--- src/rtl/phase_tag_uart_tx.sv ---
// phase_tag_uart_tx
//   Drain side of the phase-tag FIFO. Pops one 16-bit tag per frame from the
//   FIFO read port and sends it as back-to-back 8N1 UART bytes:
//   SYNC_BYTE, tag[15:8], tag[7:0]. All logic runs on RdClk.
//   Optional feature macro: PHASE_TX_CHECKSUM_EN appends a fourth byte,
//   SYNC_BYTE ^ tag[15:8] ^ tag[7:0].
//
// Parameters
//   CLKS_PER_BIT  clock cycles per UART bit (minimum 2)
//   SYNC_BYTE     first byte of every frame
// Ports
//   RdClk      in   clock, shared with the FIFO read port
//   rst_n      in   asynchronous active-low reset
//   enable     in   permits new pops (sampled only in IDLE)
//   Empty      in   FIFO empty flag (sampled only in IDLE)
//   data_out   in   FIFO Q, valid one cycle after RdEn
//   RdEn       out  FIFO read strobe, one cycle per tag
//   tx         out  UART line, idles high
//   busy       out  high in every state except IDLE
//   tag_count  out  frames fully transmitted, modulo 2^16
module phase_tag_uart_tx #(
  parameter int unsigned CLKS_PER_BIT = 434,
  parameter logic [7:0]  SYNC_BYTE    = 8'hA5
) (
  input  logic        RdClk,
  input  logic        rst_n,
  input  logic        enable,
  input  logic        Empty,
  input  logic [15:0] data_out,
  output logic        RdEn,
  output logic        tx,
  output logic        busy,
  output logic [15:0] tag_count
);

  localparam int unsigned       BAUD_W        = (CLKS_PER_BIT > 1) ? $clog2(CLKS_PER_BIT) : 1;
  localparam logic [BAUD_W-1:0] BAUD_LAST     = BAUD_W'(CLKS_PER_BIT - 1);
  localparam logic [3:0]        BIT_LAST_DATA = 4'd8;
  localparam logic [3:0]        BIT_STOP      = 4'd9;
`ifdef PHASE_TX_CHECKSUM_EN
  localparam logic [1:0]        BYTE_LAST     = 2'd3;
`else
  localparam logic [1:0]        BYTE_LAST     = 2'd2;
`endif

  typedef enum logic [1:0] {
    IDLE    = 2'd0,
    POP     = 2'd1,
    CAPTURE = 2'd2,
    SEND    = 2'd3
  } state_e;

  state_e            state_q, state_d;
  logic [15:0]       tag_q, tag_d;
  logic [1:0]        byte_idx_q, byte_idx_d;
  // bit index within a byte: 0 = start, 1..8 = data LSB first, 9 = stop
  logic [3:0]        bit_idx_q, bit_idx_d;
  logic [BAUD_W-1:0] baud_q, baud_d;
  logic              tx_q, tx_d;
  logic              rd_en_q, rd_en_d;
  logic              busy_q, busy_d;
  logic [15:0]       tag_count_q, tag_count_d;
  logic [7:0]        cur_byte_c;

  // Byte currently on the line, selected by frame position
  always_comb begin
    cur_byte_c = SYNC_BYTE;
    case (byte_idx_q)
      2'd1:    cur_byte_c = tag_q[15:8];
      2'd2:    cur_byte_c = tag_q[7:0];
`ifdef PHASE_TX_CHECKSUM_EN
      2'd3:    cur_byte_c = SYNC_BYTE ^ tag_q[15:8] ^ tag_q[7:0];
`endif
      default: cur_byte_c = SYNC_BYTE;
    endcase
  end

  // Next-state and registered-output logic
  always_comb begin
    state_d     = state_q;
    tag_d       = tag_q;
    byte_idx_d  = byte_idx_q;
    bit_idx_d   = bit_idx_q;
    baud_d      = baud_q;
    tx_d        = tx_q;
    rd_en_d     = 1'b0;
    busy_d      = 1'b0;
    tag_count_d = tag_count_q;

    case (state_q)
      IDLE: begin
        tx_d = 1'b1;
        if (enable && !Empty) begin
          state_d = POP;
          rd_en_d = 1'b1;
        end
      end

      POP: begin
        state_d = CAPTURE;
      end

      // FIFO Q is valid now; the start bit of byte 0 goes out next cycle
      CAPTURE: begin
        tag_d      = data_out;
        byte_idx_d = '0;
        bit_idx_d  = '0;
        baud_d     = '0;
        tx_d       = 1'b0;
        state_d    = SEND;
      end

      SEND: begin
        if (baud_q == BAUD_LAST) begin
          baud_d = '0;
          if (bit_idx_q == BIT_STOP) begin
            bit_idx_d = '0;
            if (byte_idx_q == BYTE_LAST) begin
              state_d     = IDLE;
              tx_d        = 1'b1;
              tag_count_d = tag_count_q + 16'd1;
            end else begin
              // next byte's start bit follows the stop bit directly
              byte_idx_d = byte_idx_q + 2'd1;
              tx_d       = 1'b0;
            end
          end else begin
            // leaving bit n presents data bit n (or the stop bit after bit 8)
            bit_idx_d = bit_idx_q + 4'd1;
            tx_d      = (bit_idx_q == BIT_LAST_DATA) ? 1'b1 : cur_byte_c[bit_idx_q[2:0]];
          end
        end else begin
          baud_d = baud_q + BAUD_W'(1);
        end
      end

      default: begin
        state_d = IDLE;
      end
    endcase

    busy_d = (state_d != IDLE);
  end

  // State and output registers
  always_ff @(posedge RdClk or negedge rst_n) begin
    if (!rst_n) begin
      state_q     <= IDLE;
      tag_q       <= '0;
      byte_idx_q  <= '0;
      bit_idx_q   <= '0;
      baud_q      <= '0;
      tx_q        <= 1'b1;
      rd_en_q     <= 1'b0;
      busy_q      <= 1'b0;
      tag_count_q <= '0;
    end else begin
      state_q     <= state_d;
      tag_q       <= tag_d;
      byte_idx_q  <= byte_idx_d;
      bit_idx_q   <= bit_idx_d;
      baud_q      <= baud_d;
      tx_q        <= tx_d;
      rd_en_q     <= rd_en_d;
      busy_q      <= busy_d;
      tag_count_q <= tag_count_d;
    end
  end

  assign RdEn      = rd_en_q;
  assign tx        = tx_q;
  assign busy      = busy_q;
  assign tag_count = tag_count_q;

endmodule
--- config.mk ---
export PLATFORM = sky130hd
export DESIGN_NAME = phase_tag_uart_tx
export DESIGN_NICKNAME = d
export VERILOG_FILES = /design/src/rtl/phase_tag_uart_tx.sv
export SDC_FILE = /design/constraint.sdc
export NUM_CORES = 1
export LEC_CHECK = 0
export BUFFER_PORTS_ARGS = -buffer_cell sky130_fd_sc_hd__buf_4
export CORE_UTILIZATION = 51
export DETAILED_ROUTE_END_ITERATION = 12
export GPL_TIMING_DRIVEN = 0
export MAX_ROUTING_LAYER = met4
export PLACE_DENSITY = 0.74
export SLEW_MARGIN = 40
export SYNTH_ARGS = -nofsm -noshare
export SYNTH_HDL_FRONTEND = slang
export SYNTH_SLANG_ARGS = --single-unit
--- constraint.sdc ---
create_clock -name RdClk -period 1.8 [get_ports RdClk]
set_input_delay 0.09 -clock RdClk [delete_from_list [all_inputs] [get_ports RdClk]]
set_output_delay 0.09 -clock RdClk [all_outputs]
set_load 0.05 [all_outputs]
# Word level (Yosys, flattened, before mapping)
# Index checks and enable logic that the tools add are counted.
# word_totals
regBits	52
latch_bits	0
mem_bits_rw	0
mem_bits_ro	0
input_bits	20
output_inout_bits	19
wordCells	59
n_memories	0
# op_classes
add_sub_neg	4
multipliers	0
div_mod_pow	0
n_lt_le_gt_ge	1
eq_ne	11
n_shift	0
muxes	24
bitwise_logic	0
reduce_logical	10
# ops
op	n
case mux 9 bit (2 select lines)	1
adder 16 x 1 -> 16 bit, second input constant	1
case mux 8 bit (2 select lines)	1
two-way mux 2 bit	7
adder 9 x 1 -> 9 bit, second input constant	1
== test 9 bit, second input constant	1
two-way mux 9 bit	1
== test 4 bit, second input constant	2
two-way mux 4 bit	2
case mux 2 bit (4 select lines)	1
case mux 4 bit (2 select lines)	1
AND reduction 4 bit	2
two-way mux 1 bit	7
== test 2 bit, second input constant	3
!= test 2 bit, second input constant	3
adder 4 x 1 -> 4 bit, second input constant	1
== test 2 x 1 -> 1 bit, second input constant	2
less-than comparator 3 x 4 -> 1 bit, second input constant	1
case mux 2 bit (2 select lines)	1
AND reduction 2 bit	2
nonzero test 2 bit	2
binary-select mux 1 bit (select 3 bit)	1
case mux 1 bit (3 select lines)	1
nonzero test 3 bit	1
other kinds (4)	4

# Depth between registers and ports, before layout
# Gate-level depths: netlist of run 1.
# logic_depth
ltp_word	8
mapped_depth	8
ltp_nobuf	7

# Least setup slack after synthesis of run 1
# Ideal clock, no wire load.
# synth_timing
kind	reg2reg
from	register baud_q[3]
to	register tag_count_q[1] (netlist: tag_count[1])
setup_ns	0.125
arrival_ns	1.786
t_required_ns	1.675
slack_ns	-0.111
stages_incl_launch_ff	6
path_buffers	1
period_less_slack_ns	1.911
cell_sequence	dfrtp_1 or4b_4 nor2_4 buf_6 and4_4 mux2_2
# synth_via
elab_chain_len	2
# synth_rtl
element	line	text
from (decl)	58	logic [BAUD_W-1:0] baud_q, baud_d;
from (signal assigned)	162	baud_q <= baud_d;
== test 9 bit	114	if (baud_q == BAUD_LAST) begin
AND reduction 4 bit (no line)	-	
to (signal assigned)	166	tag_count_q <= tag_count_d;
to (decl)	62	logic [15:0] tag_count_q, tag_count_d;
# Every way passes these cells.
# A chain may end at the register's enable or synchronous reset.

# Final worst setup path of run 1
# layout_timing
from	register baud_q[2]
to	register tag_count_q[1] (netlist: tag_count[1])
# Same word-level chain as after synthesis.

==> reports/qor.txt, run 1 <==
Std cell rows: 25
WP data arrival: 2.14 ns
Pre-antenna DRT Iters: 4
VDD IR max: 0.764 mV
Num Clock Sinks: 52
Reg2Reg Depth: 5
RSZ-0062 raised after global routing: yes
Worst-skew pair later-pin latency: 0.31 ns
Post-DP HPWL: 3480 um
Hold Crit Start: data_out[7]
Clock root buffer: clkbuf_8
Overflow after GRT: 0
Util after Layout: 68.7%
Yosys top cell area share: 49.6%
#FFs+latches synth: 52
Placed Area: 2950 sq um
Worst-path maximum fanout: 5
Area occupied by multi-input gates: 1270 sq um
Synth Instances: 236
TritonCTS buffer count: 5
Hold path cells: 2
Clock slew at reported path FFs: 0.10 ns
Failing checks: negative setup slack
Pwr Density: 765 nW/um^2
I/O Buffers: 38
Routed wire length per instance: 14.2 um
Reg-to-reg endpoint: tag_count[1]
Routability cong.: 0.901
Reg2Reg Launch Point: baud_q[2]
Top Ports: 39
Clock tree buffer depth: 2
Layout area overhead: 27.7%
Setup crit start kind: flip-flop
Most common cell after layout, fill and taps aside: buf_4
Min Tclk post-route: 1.94 ns
Syn Std Cell Area: 2570 sq um
LEAKAGE: 1.49 nW
Die Wd: 73.0 um
Sequential share of the synthesized area: 50.6%
Largest area contributor in the synthesized netlist: dfrtp_1
Final Hold Fails: 0
Initial Util: 53.8%
Distinct cells, synth: 49
Synth warnings: 0
R2R Setup Slk: -0.14 ns
Layout filler cell count: 381
CP Class: flip-flop to flip-flop
Outcome: finished, violations left
Largest net degree at the start of global routing: 53
Max-cap violations: 0
Syn Nets: 262
Vias per cell: 5.36
Initial DRC Count: 97
Total wire length: 5200 um
Ys flop type: dfrtp_1
Vias in the first global route: 1,979
Worst-Margin Slew: 0.638 ns
Final setup TNS: -1.13 ns
First-pass GRT wire length: 9020 um
Hold EP: tag_q[7]
Die area: 5330 sq um
Layout cells sized above 1: 37.5%
Fin worst setup slack: -0.135 ns
Final period util: 108%
H-tree levels: 2
Crit end category: flip-flop
Worst slew margin: 57.5%
Number of flops mapped to enable cells by yosys: 0
CTS tree: done
Initial antenna violation count: 0
# diodes: 0
Top post-synthesis cells by area: dfrtp_1 (50%), mux2_2 (7.4%), xnor2_1 (4.1%)
CP required: 2.01 ns
Min-delay worst type: primary input to flip-flop
Routed Antenna Nets: 0
Register area: 1310 sq um
Layout Cell Area excl Fill: 3290 sq um
Skew final: 0.00743 ns
FMAX: 517 MHz
Ys async rst share: 100%
# nets final: 324
Setup Viol. Count Final: 22
Final Max Tran Viols: 0
Core footprint: 4790 sq um
GR Util All Layers: 22.8%
Vias: 1,962
Syn_area_per_cell: 10.9 sq um
Detailed-route DRC error count: 0
Die Y: 73.0 um
Most frequent cells in the layout: buf_4 (55), dfrtp_1 (49), nand2_1 (27)
==> layer usage <==
layer,global-route usage (%),up-vias,share of wire (%)
met5,-,-,0
li1,-,962,-
met2,37.3,38,50
met1,28.3,957,46
met3,4.97,5,3.4
met4,6.54,0,1.1
==> area by class of cell <==
type                    count  area share [%]
plain buffers               8            1.37
clock buffers               7            2.63
clock inverters             1           0.228
inverters                  13            1.48
multi-input cells         161            38.8
flip-flops and latches     52            39.7
well taps                  67            2.55
repair buffers             57            13.3
==> cells in the mapped netlist, drive strengths merged, types with 2 or more instances <==
library cell and n:
o211ai 3, xnor2 12, nand2 27, and3 6, dfrtp 51, a221oi 4
nor4 3, nor2b 2, o22ai 6, xor2 6, mux2 18, nand3 10
and2 2, a22oi 4, o21ai 16, inv 13, buf 3, mux2i 2
nor2 8, nor3 3, clkbuf 7, a21oi 3, and4 2, ha 6
nand4 4
==> power by group <==
part,total (mW),internal [mW],switching (mW)
registers,1.43,1.32,0.110
logic,0.386,0.216,0.169
clock network,0.698,0.313,0.385
==> sequential cells by signal, summed over array words and instances, names as in the netlist <==
signal,cells
busy,1
tx,1
state_q,2
byte_idx_q,2
baud_q,9
tag_count,16
RdEn,1
tag_q,16
bit_idx_q,4
==> metrics by stage <==
stage / setup slack, ns / std cells / power [mW] / hold slack (ns)
floorplan: -0.0631 / 236 / 1.63 / -0.206
global placement: -0.174 / 341 / 1.74 / 0.161
detailed placement: -0.185 / 341 / 1.75 / 0.160
CTS: -0.125 / 362 / 2.51 / 0.00493
global route: -0.173 / 366 / 2.66 / 0.000736
finish: -0.135 / 366 / 2.51 / 0.00748
==> how the worst max path moves through the flow <==
stage | from | endpoint | slack (ns) | cells past startpoint
after global placement | baud_q[6] | baud_q[5] | -0.17 | 5
after floorplan | baud_q[6] | tag_count[1] | -0.06 | 5
after CTS | baud_q[2] | tag_count[1] | -0.12 | 5
after detailed placement | baud_q[6] | baud_q[5] | -0.18 | 5
final | baud_q[2] | tag_count[1] | -0.14 | 5
after global routing | baud_q[2] | tag_count[15] | -0.17 | 6
==> logic make-up (layout without fill, tap and decap cells) <==
group           Yosys count  in the layout  synth area share [%]
compound gates           44             44                  11.2
xor+xnor                 18             18                  6.13
fa+ha+maj                 6              6                  2.92
buf+inv                  23             86                  3.74
flops                    52             52                  50.6
mux                      20             20                  8.65
simple gates             73             73                  16.7
==> critical path: stages, from the launching register on <==
cell	delay [ns]
dfrtp_1	0.40
or4b_4	0.56
nor2_4	0.18
buf_6	0.15
and4_4	0.25
mux2_4	0.30
==> what timing repair did <==
action	in CTS	in global routing
cloned	1	0
hold endpoints to repair	52	0
pin swaps	9	7
resized for setup	16	18
hold buffers	2	0
setup endpoints to repair	39	37
buffers inserted	11	5
(Power assumes the default switching activity.)
==> run 2: changes to the inputs <==
--- a/config.mk
+++ b/config.mk
@@ -5,12 +5,13 @@
 export SDC_FILE = /design/constraint.sdc
 export NUM_CORES = 1
 export LEC_CHECK = 0
+export ABC_AREA = 1
 export BUFFER_PORTS_ARGS = -buffer_cell sky130_fd_sc_hd__buf_4
 export CORE_UTILIZATION = 51
 export DETAILED_ROUTE_END_ITERATION = 12
-export GPL_TIMING_DRIVEN = 0
+export GPL_TIMING_DRIVEN = 1
 export MAX_ROUTING_LAYER = met4
-export PLACE_DENSITY = 0.74
+export PLACE_DENSITY = 0.73
 export SLEW_MARGIN = 40
 export SYNTH_ARGS = -nofsm -noshare
 export SYNTH_HDL_FRONTEND = slang
==> run 2 against run 1 <==
The flow now finishes without violations; non-clock buffer count is 3 lower; routed wire length is 13% higher; combinational power is 74% lower; global-route usage is 1.1 points higher; final cell count is 37% higher; synthesized area is 7.5% higher; sequential share of layout area is 1.5 points lower; critical path type unchanged; largest cell class unchanged.
==> reports/qor.txt, run 2 <==
Outcome: finished, final reports clean
GR Util All Layers: 23.8% (+1.1 points)
Die Wd: 75.7 um (+3.6%)
Area occupied by multi-input gates: 1290 sq um (+1.7%)
Skew final: 0.0105 ns (+0.00309 ns)
Worst-Margin Slew: 0.640 ns (+0.00193 ns)
Post-layout total power: 1.94 mW (-23%)
Total wire length: 5860 um (+13%)
DR top layer: met4
Reg2Reg Launch Point: baud_q[1]
Met3 wire len: 242 um (+35%)
Syn_area_per_cell: 7.54 sq um (-31%)
Register area: 1300 sq um (-0.19%)
Final Non-Filler Cells: 500 (+37%)
Num Clock Sinks: 52 (unchanged)
Vias: 2,495 (+27%)
Most frequent cells in the layout: nand2_1 (153), dfrtp_1 (51), buf_4 (45)
Sequential share of the synthesized area: 47.1% (-3.5 points)
Pre-antenna DRT Iters: 4 (unchanged)
Final setup TNS: 0 ns (+1.13 ns)
RSZ-0062 raised after global routing: no
CP required: 1.98 ns (-0.03 ns)
Largest area contributor in the synthesized netlist: dfrtp_1
Layout cells sized above 1: 14.4% (-23 points)
Clock slew at reported path FFs: 0.09 ns (about the same)
Synth warnings: 0 (unchanged)
Syn Nets: 393 (+50%)
Routed wire length per instance: 11.7 um (-18%)
Setup Viol. Count Final: 0 (-100%)
Final Hold Fails: 0 (unchanged)
Placed Area: 3130 sq um (+6.1%)
Critical path launch point: baud_q[1]
Vias per cell: 4.99 (-6.9%)
Number of flops mapped to enable cells by yosys: 0 (unchanged)
Met2 routed WL: 2760 um (+6.4%)
Layout area overhead: 23.2%
Die area: 5720 sq um (+7.3%)
Max incr delay on CP: 0.41 ns (-0.15 ns)
Initial DRC Count: 176 (+81%)
Routed Antenna Nets: 0 (unchanged)
VDD IR max: 0.494 mV (-35%)
CTS tree: done
Distinct cells, synth: 27 (-45%)
Final period util: 91.2% (-16 points)
H-tree levels: 2 (unchanged)
Overflow after GRT: 0 (unchanged)
Top post-synthesis cells by area: dfrtp_1 (46%), nand2_1 (21%), inv_1 (3.9%)
Fin worst setup slack: 0.159 ns (+0.294 ns)
# nets final: 455 (+40%)
Clock root buffer: clkbuf_8
Dpl cells: 472 (+38%)
Most common cell after layout, fill and taps aside: nand2_1
Core footprint: 5170 sq um (+8.1%)
Kind of cell adding the most delay to the critical path: simple AND/OR/NAND/NOR gates
Top-count cell post-synth: nand2_1
TritonCTS buffer count: 5 (unchanged)
Vias in the first global route: 2,289 (+16%)
Synth Instances: 367 (+56%)
Layout Cell Area excl Fill: 3410 sq um (+3.7%)
Hold Crit Start: enable
Yosys top cell area share: 46.1% (-3.5 points)
#FFs+latches synth: 52 (unchanged)
Clock tree buffer depth: 2 (unchanged)
Top Ports: 39 (unchanged)
Worst slew margin: 57.3% (-0.13 points)
Final Max Tran Viols: 0 (unchanged)
Die Y: 75.7 um (+3.6%)
# diodes: 0 (unchanged)
Initial antenna violation count: 0 (unchanged)
Layout filler cell count: 448 (+18%)
Min Tclk post-route: 1.64 ns (-0.294 ns)
Ys flop type: dfrtp_1
Worst-skew pair later-pin latency: 0.31 ns (about the same)
Synth cell count leaders: nand2_1 (153), dfrtp_1 (51), inv_1 (29)
Crit end category: flip-flop
Met1 wire length: 2740 um (+15%)
CP max stage cell: dfrtp_1
Max-cap violations: 0 (unchanged)
Worst path cell trace: inv_1 -> ha_1 -> nand2_1 -> nor2_2 -> nand2_2 -> nor2_4 -> nand3_4 -> buf_4 -> xnor2_1
Detailed-route DRC error count: 0 (unchanged)
Syn Std Cell Area: 2770 sq um (+7.5%)
Largest net degree at the start of global routing: 53 (unchanged)
WP data arrival: 1.82 ns (-0.32 ns)
LEAKAGE: 1.70 nW (+14%)
Ys async rst share: 100% (unchanged)
First-pass GRT wire length: 9890 um (+9.6%)
CP Class: flip-flop to flip-flop
Buf/Inv on CP: 2 (+1)
Routability cong.: 0.886 (-1.7%)
FMAX: 609 MHz (+18%)
Initial Util: 53.5% (-0.29 points)
I/O Buffers: 38 (unchanged)
Worst-path maximum fanout: 11 (+6)
Post-DP HPWL: 4040 um (+16%)
Std cell rows: 26 (+4.0%)
Min-delay worst type: primary input to flip-flop
Setup crit start kind: flip-flop
Pwr Density: 568 nW/um^2 (-26%)
Place WS: 0.105 ns (+0.290 ns)
[run 2: worst reg2reg max path: stages, from the launching register on]
cell	delay [ns]
dfrtp_1	0.41
inv_1	0.08
ha_1	0.15
nand2_1	0.06
nor2_2	0.09
nand2_2	0.09
nor2_4	0.15
nand3_4	0.18
buf_4	0.20
xnor2_1	0.12
[run 2: layer usage]
layer | track usage, % | up-vias
li1 | - | 1275
met1 | 30.4 | 1148
met2 | 38.4 | 63
met3 | 3.04 | 9
met4 | 10.3 | 0
met5 | - | -
[run 2: cell families (layout without fill, tap and decap cells)]
group,Yosys count,in the layout,synth area share (%)
buffers and inverters,42,105,6.11
and+or+nand+nor,217,217,32.3
xor gates and xnor gates,17,17,5.38
DFF,52,52,47.1
adders and majority gates,6,6,2.71
AOI/OAI and AO/OA,33,33,6.42
[run 2: what timing repair did]
| item | in CTS | in global routing |
|---|---|---|
| gates resized for setup | 0 | 3 |
| setup buffers | 0 | 3 |
| hold endpoints to repair | 67 | 0 |
| hold buffers | 17 | 0 |
| setup endpoints to repair | 0 | 10 |
[run 2: final timing paths]
path                                end  slack, ns  cells after the start
setup / recovery           tag_count[0]       0.16                      9
hold / removal                     RdEn       0.05                      2
setup reg to reg           tag_count[0]       0.16                      9
hold reg to reg               tag_q[11]       0.47                      2
max in group asynchronous      tag_q[8]       1.02                      2
min in group asynchronous     baud_q[6]       0.34                      2
[run 2: cell type report]
type / count / area share, %
Clock buffer: 8 / 2.35
Inverter: 35 / 4.00
Multi-Input combinational cell: 273 / 38.0
Sequential cell: 52 / 38.2
Tap cell: 70 / 2.57
Timing Repair Buffer: 62 / 14.9
[run 2: through the flow]
| stage | util [%] | hold slack [ns] |
|---|---|---|
| floorplan | - | -0.206 |
| CTS | 65.4 | 0.0484 |
| finish | 65.9 | 0.0509 |
| detailed placement | 60.6 | 0.162 |
| global route | 65.9 | 0.0597 |
| global placement | 60.6 | 0.162 |
[run 2: power breakdown]
part | switching (mW) | leakage (nW) | internal (mW)
Combinational | 0.0425 | 1.02 | 0.0570
Sequential | 0.00878 | 0.647 | 1.19
Clock | 0.366 | 0.0395 | 0.277
==> run 3: changes to the inputs <==
==> constraint.sdc (replaced) <==
create_clock -name RdClk -period 1.8 [get_ports RdClk]
set_input_delay 0.27 -clock RdClk [delete_from_list [all_inputs] [get_ports RdClk]]
set_output_delay 0.27 -clock RdClk [all_outputs]
set_load 0.05 [all_outputs]
==> run 3 against run 2 <==
The run now ends with negative hold slack left; worst hold slack worse by 0.071 ns; clock skew hardly changed; routed wire length is 5.2% lower; first-iteration DRC count is 2.3% lower; flip-flop and latch count stayed put; setup slack better by 0.0013 ns; clock power is 0.8% lower; non-clock buffer count is 17 lower; global-route usage is 1.0 points lower; count of clock-buffer cells in the layout stayed put; fmax hardly changed; critical path type unchanged.
==> reports/qor.txt, run 3 (synthesis gave the netlist of run 2 again) <==
Internal power: 1.50 mW (-1.6%)
CTS tree: done
Comb power frac: 3.6% (-1.5 points)
Routed wire length per instance: 11.5 um (-1.9%)
Final Hold Fails: 24 (+24)
Die Wd: 75.7 um (unchanged)
Crit end category: flip-flop
Pre-antenna DRT Iters: 5 (+1)
Top Ports: 39 (unchanged)
Most frequent cells in the layout: nand2_1 (153), dfrtp_1 (51), buf_4 (45)
Sw Pwr: 0.405 mW (-2.8%)
Core footprint: 5170 sq um (unchanged)
LEAKAGE: 1.63 nW (-4.2%)
I/O Buffers: 38 (unchanged)
Vias per cell: 5.04 (+1.0%)
Setup Viol. Count Final: 0 (unchanged)
TritonCTS buffer count: 5 (unchanged)
Clk pwr share: 33.6% (+0.4 points)
R2R Setup Slk: 0.16 ns (about the same)
Reg2Reg Depth: 9 (unchanged)
VDD IR max: 0.452 mV (-8.6%)
Failing checks: negative hold slack
Worst-skew pair later-pin latency: 0.31 ns (about the same)
Overflow after GRT: 0 (unchanged)
Routed Antenna Nets: 0 (unchanged)
Reg2Reg Launch Point: baud_q[1]
Total wire length: 5550 um (-5.2%)
Vias: 2,435 (-2.4%)
FMAX: 610 MHz (about the same)
# nets final: 438 (-3.7%)
Routability cong.: 0.886 (unchanged)
Post-DP HPWL: 4040 um (unchanged)
H-tree levels: 2 (unchanged)
Max-cap violations: 0 (unchanged)
Clock root buffer: clkbuf_8
Initial Util: 53.5% (unchanged)
GR Util All Layers: 22.8% (-1.0 points)
Worst-Margin Slew: 0.641 ns (+0.000958 ns)
CP Class: flip-flop to flip-flop
Initial antenna violation count: 0 (unchanged)
Min Tclk post-route: 1.64 ns (-0.00126 ns)
Final Max Tran Viols: 0 (unchanged)
First-pass GRT wire length: 9470 um (-4.2%)
Num Clock Sinks: 52 (unchanged)
Min-delay worst type: primary input to async pin
Post-layout total power: 1.90 mW (-1.9%)
Final setup TNS: 0 ns (unchanged)
Initial DRC Count: 172 (-2.3%)
Setup crit start kind: flip-flop
Skew final: 0.0109 ns (+0.000409 ns)
Worst slew margin: 57.3% (-0.064 points)
Switch share: 21.3% (-0.21 points)
CP required: 1.98 ns (about the same)
Outcome: finished, violations left
Final period util: 91.1% (about the same)
WP data arrival: 1.82 ns (about the same)
Die Y: 75.7 um (unchanged)
# diodes: 0 (unchanged)
Std cell rows: 26 (unchanged)
Reg-to-reg endpoint: tag_count[0]
Vias in the first global route: 2,201 (-3.8%)
Seq pwr share: 62.8% (+1.1 points)
Clock tree buffer depth: 2 (unchanged)
Detailed-route DRC error count: 0 (unchanged)
Layout cells sized above 1: 15.0% (+0.59 points)
RSZ-0062 raised after global routing: no
Hold Slack: -0.0196 ns (-0.0706 ns)
Largest net degree at the start of global routing: 53 (unchanged)
Most common cell after layout, fill and taps aside: nand2_1
Pwr Density: 587 nW/um^2 (+3.3%)
Layout filler cell count: 472 (+5.4%)
Worst-path maximum fanout: 11 (unchanged)
Layout area overhead: 17.1%
Clock slew at reported path FFs: 0.09 ns (about the same)
Die area: 5720 sq um (unchanged)
## run 3: cell types whose count changed in the layout (fill, tap and decap cells not counted), sizes merged
cell / delta
dlygate4sd3: -17
## run 3: layer usage
metal	vias up	track usage, %	wire, um
met3	9	3.04	224
met5	-	-	0
met1	1129	29.9	2640
met2	56	35.5	2570
met4	0	10.3	113
li1	1241	-	-
## run 3: layout make-up
cell class / count / area [sq um] / share of cell area [%]
clock buffer: 8 / 80.1 / 2.47
inverter: 35 / 136 / 4.21
multi-input combinational: 273 / 1290 / 40.0
sequential: 52 / 1300 / 40.2
tap: 70 / 87.6 / 2.70
timing repair buffer: 45 / 338 / 10.4
## run 3: critical path, stage by stage, from the launching register on
cell and delay [ns]:
dfrtp_1 0.41, inv_1 0.08, ha_1 0.15, nand2_1 0.06, nor2_2 0.09, nand2_2 0.09
nor2_4 0.15, nand3_4 0.18, buf_4 0.20, xnor2_1 0.12
## run 3: how the worst max path moves through the flow
stage | from | end | slack, ns
2_1_floorplan | tag_count[0] | tag_count[12] | 0.09
3_3_place_gp | baud_q[1] | tag_count[15] | 0.19
3_5_place_dp | baud_q[1] | tag_count[15] | 0.11
4_1_cts | baud_q[1] | tag_count[15] | 0.08
5_1_grt | baud_q[1] | tag_count[14] | 0.04
6_report | baud_q[1] | tag_count[0] | 0.16
## run 3: power by group through the flow
| stage | registers (mW) | clock network, mW | logic (mW) |
|---|---|---|---|
| after floorplan | 1.22 | 0 | 0.0148 |
| after global placement | 1.22 | 0 | 0.0704 |
| after detailed placement | 1.22 | 0 | 0.0715 |
| after CTS | 1.19 | 0.657 | 0.0718 |
| after global routing | 1.20 | 0.692 | 0.0811 |
| final | 1.19 | 0.638 | 0.0688 |
## run 3: what timing repair did
action	4_1_cts	5_1_grt
hold buffers	0	0
hold endpoints to repair	0	0
buffers inserted	0	3
endpoints found under the setup margin	0	10
gates resized for setup	0	3
## run 3: stage by stage
stage	area, sq um	instances	worst slack (ns)	util, %
floorplan	2770	367	0.0876	-
global placement	3130	472	0.194	60.6
detailed placement	3130	472	0.105	60.6
CTS	3210	480	0.0832	62.1
global route	3240	483	0.0395	62.6
finish	3240	483	0.160	62.6
